`src/rtl/sram_ctrl.sv`:
```
// Single-port SRAM controller: valid/ready request port, per-lane write mask,
// fixed read latency of RD_LAT cycles and a zero-fill sweep after every reset.
module sram_ctrl #(
    parameter int unsigned WIDTH      = 16,
    parameter int unsigned LANE_W     = 4,
    parameter int unsigned DEPTH      = 32,
    parameter int unsigned RD_LAT     = 1,
    parameter int unsigned ADDR_WIDTH = $clog2(DEPTH)
) (
    input  logic                      clk,
    input  logic                      rst,
    input  logic                      req_valid,
    output logic                      req_ready,
    input  logic                      req_we,
    input  logic [ADDR_WIDTH-1:0]     req_addr,
    input  logic [WIDTH-1:0]          req_wdata,
    input  logic [WIDTH/LANE_W-1:0]   req_wmask,
    output logic                      rsp_valid,
    output logic [WIDTH-1:0]          rsp_rdata,
    output logic                      rsp_err,
    output logic                      init_done
);

    localparam int unsigned LANES = WIDTH / LANE_W;
    localparam logic [ADDR_WIDTH-1:0] LastAddr = ADDR_WIDTH'(DEPTH - 1);
    // One extra bit so DEPTH itself is representable for the range compare.
    localparam logic [ADDR_WIDTH:0] DepthExt = (ADDR_WIDTH + 1)'(DEPTH);

    typedef enum logic [0:0] {StInit, StRun} state_e;

    state_e                  state_q, state_d;
    logic [ADDR_WIDTH-1:0]   cnt_q, cnt_d;
    logic                    accept;
    logic                    in_range;
    logic [WIDTH-1:0]        rd_word;
    logic [WIDTH-1:0]        mem [DEPTH];

    logic [RD_LAT-1:0]            vld_q;
    logic [RD_LAT-1:0]            err_q;
    logic [RD_LAT-1:0][WIDTH-1:0] data_q;

    assign accept   = req_valid && req_ready;
    assign in_range = {1'b0, req_addr} < DepthExt;

    // Next-state logic: sweep counter saturates at DEPTH-1, then RUN forever.
    always_comb begin
        state_d   = state_q;
        cnt_d     = cnt_q;
        req_ready = 1'b0;
        init_done = 1'b0;
        unique case (state_q)
            StInit: begin
                if (cnt_q == LastAddr) begin
                    state_d = StRun;
                end else begin
                    cnt_d = cnt_q + ADDR_WIDTH'(1);
                end
            end
            StRun: begin
                req_ready = 1'b1;
                init_done = 1'b1;
            end
            default: state_d = StInit;
        endcase
    end

    // State and sweep counter registers.
    always_ff @(posedge clk) begin
        if (!rst) begin
            state_q <= StInit;
            cnt_q   <= '0;
        end else begin
            state_q <= state_d;
            cnt_q   <= cnt_d;
        end
    end

    // Storage: zero-fill during INIT, masked in-range writes during RUN.
    always_ff @(posedge clk) begin
        if (rst) begin
            if (state_q == StInit) begin
                mem[cnt_q] <= '0;
            end else if (accept && req_we && in_range) begin
                for (int unsigned k = 0; k < LANES; k++) begin
                    if (req_wmask[k]) begin
                        mem[req_addr][k*LANE_W +: LANE_W] <= req_wdata[k*LANE_W +: LANE_W];
                    end
                end
            end
        end
    end

    // Read data is forced to zero for writes, idle cycles and out-of-range reads.
    always_comb begin
        rd_word = '0;
        if (accept && !req_we && in_range) begin
            rd_word = mem[req_addr];
        end
    end

    // Response pipeline: stage 0 captures at the accepting edge, later stages delay.
    always_ff @(posedge clk) begin
        if (!rst) begin
            vld_q  <= '0;
            err_q  <= '0;
            data_q <= '0;
        end else begin
            vld_q[0]  <= accept;
            err_q[0]  <= accept && !in_range;
            data_q[0] <= rd_word;
            for (int i = 1; i < int'(RD_LAT); i++) begin
                vld_q[i]  <= vld_q[i-1];
                err_q[i]  <= err_q[i-1];
                data_q[i] <= data_q[i-1];
            end
        end
    end

    assign rsp_valid = vld_q[RD_LAT-1];
    assign rsp_err   = err_q[RD_LAT-1];
    assign rsp_rdata = data_q[RD_LAT-1];

endmodule

```
`config.mk`:
```
export PLATFORM = sky130hd
export DESIGN_NAME = sram_ctrl
export DESIGN_NICKNAME = d
export VERILOG_FILES = /design/src/rtl/sram_ctrl.sv
export SDC_FILE = /design/constraint.sdc
export NUM_CORES = 1
export LEC_CHECK = 0
export CELL_PAD_IN_SITES_DETAIL_PLACEMENT = 1
export CELL_PAD_IN_SITES_GLOBAL_PLACEMENT = 1
export CORE_MARGIN = 5
export CORE_UTILIZATION = 55
export DETAILED_ROUTE_END_ITERATION = 10
export DONT_BUFFER_PORTS = 1
export PLACE_DENSITY_LB_ADDON = 0.05
export SLEW_MARGIN = 20
export SYNTH_ARGS = -nofsm -noshare
export SYNTH_HDL_FRONTEND = slang
export SYNTH_SLANG_ARGS = --single-unit
```
`constraint.sdc`:
```
create_clock -name clk -period 2.5 [get_ports clk]
set_input_delay 0.5 -clock clk [delete_from_list [all_inputs] [get_ports clk]]
set_output_delay 0.5 -clock clk [all_outputs]
set_load 0.02 [all_outputs]
```
Word level (Yosys, flattened, before mapping)

Memories as Yosys holds them, arrays and structs flattened. A register that Yosys moved wholly into a read port is not among the register bits.
Index checks and enable logic that the tools add are counted.

Flip-flop bits (word level): 7
Memory bits (writable): 512
Word-level logic and storage cells: 45
Memories kept: 1

Add/subtract/negate cells: 1
Equality and inequality tests: 1
Multiplexer cells: 29
Bitwise operators: 2
Reduce and logical (&&, ||, !) cells: 8

Memory list:

| memory | words | width | read ports | clocked after memory_dff | wr ports | line | RTL |
|---|---|---|---|---|---|---|---|
| mem    | 32    | 16    | 1          | 1                        | 1        | 36   | `logic [WIDTH-1:0] mem [DEPTH];` |

Operator list:

| cell                                                           | number |
|---|---|
| 1-bit 2-to-1 mux                                               | 26 |
| 16-bit 2-to-1 mux                                              | 1 |
| 16-bit OR reduction                                            | 1 |
| 5-bit by 1-bit adder with 5-bit output (second input constant) | 1 |
| 5-bit == test (second input constant)                          | 1 |
| 5-bit 2-to-1 mux                                               | 1 |
| 4-bit 2-to-1 mux                                               | 1 |
| 2-bit AND reduction                                            | 2 |
| 1-bit logical AND                                              | 3 |
| 1-bit logical NOT                                              | 2 |
| 1-bit NOT                                                      | 2 |

Logic depth before layout (Yosys ltp)

Depth after elaboration: 9
Mapped depth: 9
Gate-level depth less buffers: 7

Least setup slack after synthesis

Ideal clock, no wire load.

Path type: register to register
Start point: register state_q
End point: memory mem[23][0], enable pin
Library setup time: 0.281 ns
Arrival: 1.962 ns
Required time: 2.219 ns
Path slack: 0.257 ns
Cell stages (with the launch flop): 7
Path buffers: 2
Period minus slack after synthesis: 2.243 ns
Path through: dfxtp_1 -> buf_2 -> nand4_1 -> nor2_2 -> buf_4 -> mux2i_1 -> nor2_1

Word-level cells in the longest chain between the ends: 9
Elaborated cells between the ends (all ways): 25
Classes of those cells: 22 x mux; 3 x reduce/logical

Ends and longest elaborated chain:

| item                                                                  | line | RTL |
|---|---|---|
| from (decl)                                                           | 31   | `state_e state_q, state_d;` |
| from (signal assigned)                                                | 70   | `state_q <= StInit;` |
| from (signal assigned)                                                | 73   | `state_q <= state_d;` |
| 1-bit 2-to-1 mux                                                      | 51   | `unique case (state_q)` |
| 1-bit logical AND                                                     | 42   | `assign accept = req_valid && req_ready;` |
| 1-bit logical AND                                                     | 83   | `end else if (accept && req_we && in_range) begin` |
| 1-bit 2-to-1 mux                                                      | 83   |  |
| 1-bit 2-to-1 mux                                                      | 81   | `if (state_q == StInit) begin` |
| 1-bit 2-to-1 mux                                                      | 80   | `if (rst) begin` |
| 1-bit 2-to-1 mux (not written as such)                                | 86   | `mem[req_addr][k*LANE_W +: LANE_W] <= req_wdata[k*LANE_W +: LANE_W];` |
| 16-bit OR reduction (no line)                                         | n/a  |  |
| 5-bit 2-to-1 mux (no line) / 4-bit 2-to-1 mux (equally long branches) | n/a  |  |
| to (decl)                                                             | 36   |  |

Several ways; a longest one is shown, not always the timed one.

Worst setup path after layout

Start point: register state_q
End point: memory mem[2][2], enable pin

Same word-level chain as after synthesis.

==> impl_results.md <==
* Hold Vio Cnt, Final at 0
* Final Cell Area at 24600 µm²
* CTS Buf Count at 54
* DRC Markers at 0
* Footprint of the multi-input gates at approximately 5000 µm²
* Slowest stage delay, CP at 430 ps
* Dpl hpwl at 33.8 mm
* Min-delay src: rst
* Worst path cell trace: and4_2 -> buf_4 -> nand4_1 -> o41a_1 -> nor2_1
* Syn Inst Count at approximately 1100
* Starting Density at 0.556
* Fin util at 0.637
* Clock Sinks at ~540
* Rows at 72
* First-pass GRT wire length at around 79 mm
* Most frequent cell after synthesis: edfxtp_1
* Power density over the cells at about 750 nW/µm²
* # setup viols final at 0
* IO Pins at between 40 and 50
* Synth top area share at 0.718
* Max VDD drop at about 0.6 mV
* Largest area contributor in the netlist: edfxtp_1
* Status: completed
* Async set-or-reset flop fraction in the synthesized netlist at 0
* CTS tree: done
* Cell family with most CP delay: simple AND/OR/NAND/NOR gates
* WL per Instance at between 20 and 30 µm
* Post-Route WL at approximately 53 mm
* Crit share post-route at 0.932
* Hold WS at around 30 ps
* Drt pass-1 iters at 5
* Core footprint at 38600 µm²
* Setup TNS at 0 ps
* Syn Area/Cell at 19.0 µm²
* Longest Clk Path Bufs at 3
* Crit path time final at approximately 2300 ps
* Fill cell count at roughly 3400
* Post-synth EDFFs at approximately 510
* Worst slew pin tran at between 900 and 1000 ps
* Number of synthesized register bits at around 540
* Min-Delay Path Class: in -> reg
* Skew-Pair Late Insertion Delay at 600 ps
* Mapped Area at ~21000 µm²
* Pin count of the biggest net entering global routing at about 150
* Hold EP: cnt_q[0]$_SDFFE_PN0P_
* Worst reg-to-reg path cell count at 5
* WP buf/inv at 1
* Via count at between 10000 and 15000
* CP endpoint kind: flop
* Distinct cell type count after synthesis at 46
* Die Y at approximately 210 µm
* CTS H-tree depth at 2
* Post-CTS Setup Bufs at 0
* Synthesis Warnings at 0
* Slew Limit Fails at 0
* Area growth from synthesis to layout at 14.6%
* Initial antenna violation count at 1
* Number of I/O port buffers at 0
* Flop2flop setup slack at about 170 ps
* Worst r2r src: state_q$_SDFF_PN0_
* CP Launch Type: flop
* Vias per Instance at between 6 and 7
* Gr ovfl total at 0
* Hold Path Stages at 1
* Syn Nets at between 1000 and 1500
* Final Total Pwr at roughly 18 mW
* Area contributors post-synth: edfxtp_1 (72%), mux4_2 (11%), mux2i_1 (3.6%)
* Setup WS post-layout at around 170 ps
* Synth Flop Type: edfxtp_1
* Non-filler cells, final at 1815
* Lkg Pwr at around 7.3 nW
* CTS clk-pin slew, worst paths at 60 ps
* Layout cell share with drive strength beyond 1 at 0.267
* Final ANT Viol Nets at 0
* Worst Path Arrival at about 2600 ps
* Die Wd at roughly 210 µm
* Vias in the first global route at between 10000 and 15000
* Die ar. at approximately 43000 µm²
* FF/Latch Area at around 16000 µm²
* Max_cap viols at 0
* Root buf cell: clkbuf_16
* Slew Limit Headroom at 0.348
* Total GRT Usage at 0.249
* Worst Setup Path Type: reg -> reg
* Worst Setup SP: state_q$_SDFF_PN0_
* Critical path fanouts, max at 13
* Initial DRC Count at between 1000 and 1500
* Worst path slowest cell: dfxtp_1
* Cell Count Post-Placement at ~1700
* Register area share after synthesis at 0.739
* Area after DPL at about 23000 µm²
* Unrepaired setup endpoints after global routing: no
* Commonest cells post-synth: edfxtp_1 (512), nor2_1 (150), mux4_2 (107)
* R2R Path End: mem[2][2]$_DFFE_PP_
* Number of diodes at 0
* Final net count at around 1300
* Place WS at -68.4 ps
* Setup Skew at slightly below 20 ps
* Fmax at between 0.4 and 0.5 GHz
* Placer Congestion at slightly above 0.8
* Critical Path RT at 2750 ps
==> layer usage <==
metal	up-vias	wire, µm	track usage
met3	102	3870	0.0533
met1	5977	22700	0.361
met4	2	1820	0.0873
met5	-	13	0
li1	4830	-	-
met2	420	25000	0.381
==> worst register-to-register path, stage by stage, from the launching register on <==
cell	delay, ps
dfxtp_1	430
and4_2	430
buf_4	250
nand4_1	110
o41a_1	360
nor2_1	400
==> registers in the layout (all words and copies together) (netlist names) <==
signal / flops
mem: 512
rsp_rdata: 16
cnt_q: 5
rsp_valid: 1
state_q: 1
==> worst max-delay path by stage <==
stage,to,slack (ps),depth (start not counted)
floorplan,mem[23][0]$_DFFE_PP_,260,6
global placement,mem[12][6]$_DFFE_PP_,-1,6
detailed placement,mem[2][9]$_DFFE_PP_,-70,5
CTS,mem[22][4]$_DFFE_PP_,50,7
global route,mem[3][12]$_DFFE_PP_,20,5
finish,mem[2][2]$_DFFE_PP_,170,5
==> layout make-up <==
type | count | share of cell area
Sequential cell | 535 | 0.645
Clock buffer | 71 | 0.0601
Timing Repair Buffer | 140 | 0.0456
Inverter | 1 | 0.000153
Clock inverter | 30 | 0.0135
Multi-Input combinational cell | 520 | 0.210
Tap cell | 518 | 0.0264
==> placed cells by master (no fill, tap or decap), types with 6 or more instances in the layout <==
cell type | netlist | layout
o2111ai_1 | 6 | 6
bufinv_16 | 0 | 7
mux2i_1 | 77 | 76
clkinv_2 | 0 | 13
dfxtp_1 | 23 | 23
a221o_1 | 16 | 16
a21boi_0 | 6 | 6
edfxtp_1 | 512 | 512
clkbuf_16 | 0 | 55
buf_4 | 11 | 132
clkbuf_1 | 21 | 12
nand2b_1 | 9 | 9
nor3_1 | 10 | 10
a22oi_1 | 16 | 16
o21ai_0 | 7 | 7
nand2_1 | 19 | 19
nor2_1 | 150 | 149
o21ai_1 | 6 | 6
mux4_2 | 107 | 107
a31oi_1 | 17 | 17
a221oi_1 | 9 | 9
clkinv_1 | 1 | 6
and3_1 | 18 | 18
==> where the power goes <==
| group | internal (mW) | leakage [nW] | switching (mW) |
|---|---|---|---|
| clock | 4.88 | 0.897 | 3.33 |
| sequential | 9.74 | 4.06 | 0.0257 |
| combinational | 0.245 | 2.35 | 0.277 |
| total | 14.9 | 7.30 | 3.63 |
==> timing repair <==
action / in CTS / in global routing
hold buffers: 3 / 0
endpoints found under the hold margin: 4 / 0
endpoints found under the setup margin: 0 / 47
gates resized for setup: 0 / 3
==> logic make-up (layout without fill, tap and decap cells) <==
group / after synthesis / in the layout / share of synthesized area
multiplexers: 189 / 189 / 0.155
flip-flops: 535 / 535 / 0.739
buffers and inverters: 71 / 242 / 0.0212
AND/OR/NAND/NOR: 233 / 233 / 0.0493
XOR/XNOR: 3 / 3 / 0.00123
AO/OA/AOI/OAI: 92 / 92 / 0.0333
adder cells (fa/ha/maj): 2 / 2 / 0.00117
other: 1 / 1 / 0.000175
Power figures use the tool's default switching activity.
==> RTL edit (config.mk and constraints unchanged) <==
The parameter `WIDTH` goes from 16 to 32.
--- a/src/rtl/sram_ctrl.sv
+++ b/src/rtl/sram_ctrl.sv
@@ -2,5 +2,5 @@
 // fixed read latency of RD_LAT cycles and a zero-fill sweep after every reset.
 module sram_ctrl #(
-    parameter int unsigned WIDTH      = 16,
+    parameter int unsigned WIDTH      = 32,
     parameter int unsigned LANE_W     = 4,
     parameter int unsigned DEPTH      = 32,
Ports: changed (resized req_wdata, req_wmask and rsp_rdata); port bits go from 49 to 85. No check against the original RTL was run, so the function may have changed too.
==> RTL edit against the original RTL <==
  * Setup slack worse by 0.093 ns
  * Total power is 100% higher
  * Sequential cell count is 528 higher
  * Sequential power is 99% higher
  * Wire length is 100% higher
  * Synthesized area is 94% higher
  * Core utilization is 1.4 points higher
  * Critical path type unchanged
  * Highest routed layer is now met4
  * Cell area is 98% higher
==> RTL edit: results <==
[pwr]
p_total_uw = 37000
peakVddDrop_v = 0.000632
p_int_uw = 29600

[global_routing]
met3_usage_pct = 4.64
antenna_found_initial = 3

[synth]
synth_edf_count = 1024
synth_compound_gate_area_share_pct = 1.96
yosysSeqAreaShare_pct = 75.8
synth.avg_cell_area_um2 = 20.2

[place]
place_area_um2 = 44800
dpl_worst_slack_ns = -0.299

[drt]
met3_wirelength_mm = 7.27
top_layer = met4
wl_met2_mm = 54.3
drt_iter0_markers = 2202

[clock_network]
insertion_delay_ns = 0.68

[worst_setup_path]
slowest_stage = nor2_1
cp_top_family = buffers and inverters

[layout]
largest_register_ff_count = 1024
clk_share_pct = 7.53
layout.comb_gates.multi_input = 859
area_share_nonclk_buffers_pct = 5.55

[sta]
min_period_over_period_pct = 97.0
worst_slew_pin_slew_ns = 0.796
fin_skew_ns = 0.0285

[status]
status = complete, no violations
## RTL edit: cell count changes after synthesis, moves of 19 or more
cell      change
mux2i_1      -55
mux2_2       +80
clkbuf_1     +37
edfxtp_1    +512
nor2_1      +128
and2_1       +33
o221ai_1     +32
a21oi_1      +19
mux4_2      +149
nand2_1      +20
buf_2        +42
## RTL edit: metrics by stage
step                setup TNS [ns]  utilization, %
finish                           0            65.1
global route                -0.672            65.1
CTS                              0            65.0
detailed placement         -107.52            60.0
global placement            -52.42            60.0
floorplan                        0               -
## RTL edit: final timing paths
path | cells past startpoint | to | from
setup reg to reg | 9 | mem[19][6] | state_q
hold / removal | 2 | rsp_rdata[16] | req_addr[3]
setup / recovery | 9 | mem[19][6] | state_q
hold reg to reg | 2 | cnt_q[4] | cnt_q[4]
## RTL edit: repair_timing
action,in CTS,in global routing
setup endpoints to repair,0,184
setup buffers,0,3
endpoints found under the hold margin,28,0
resized for setup,0,14
hold buffers,4,0
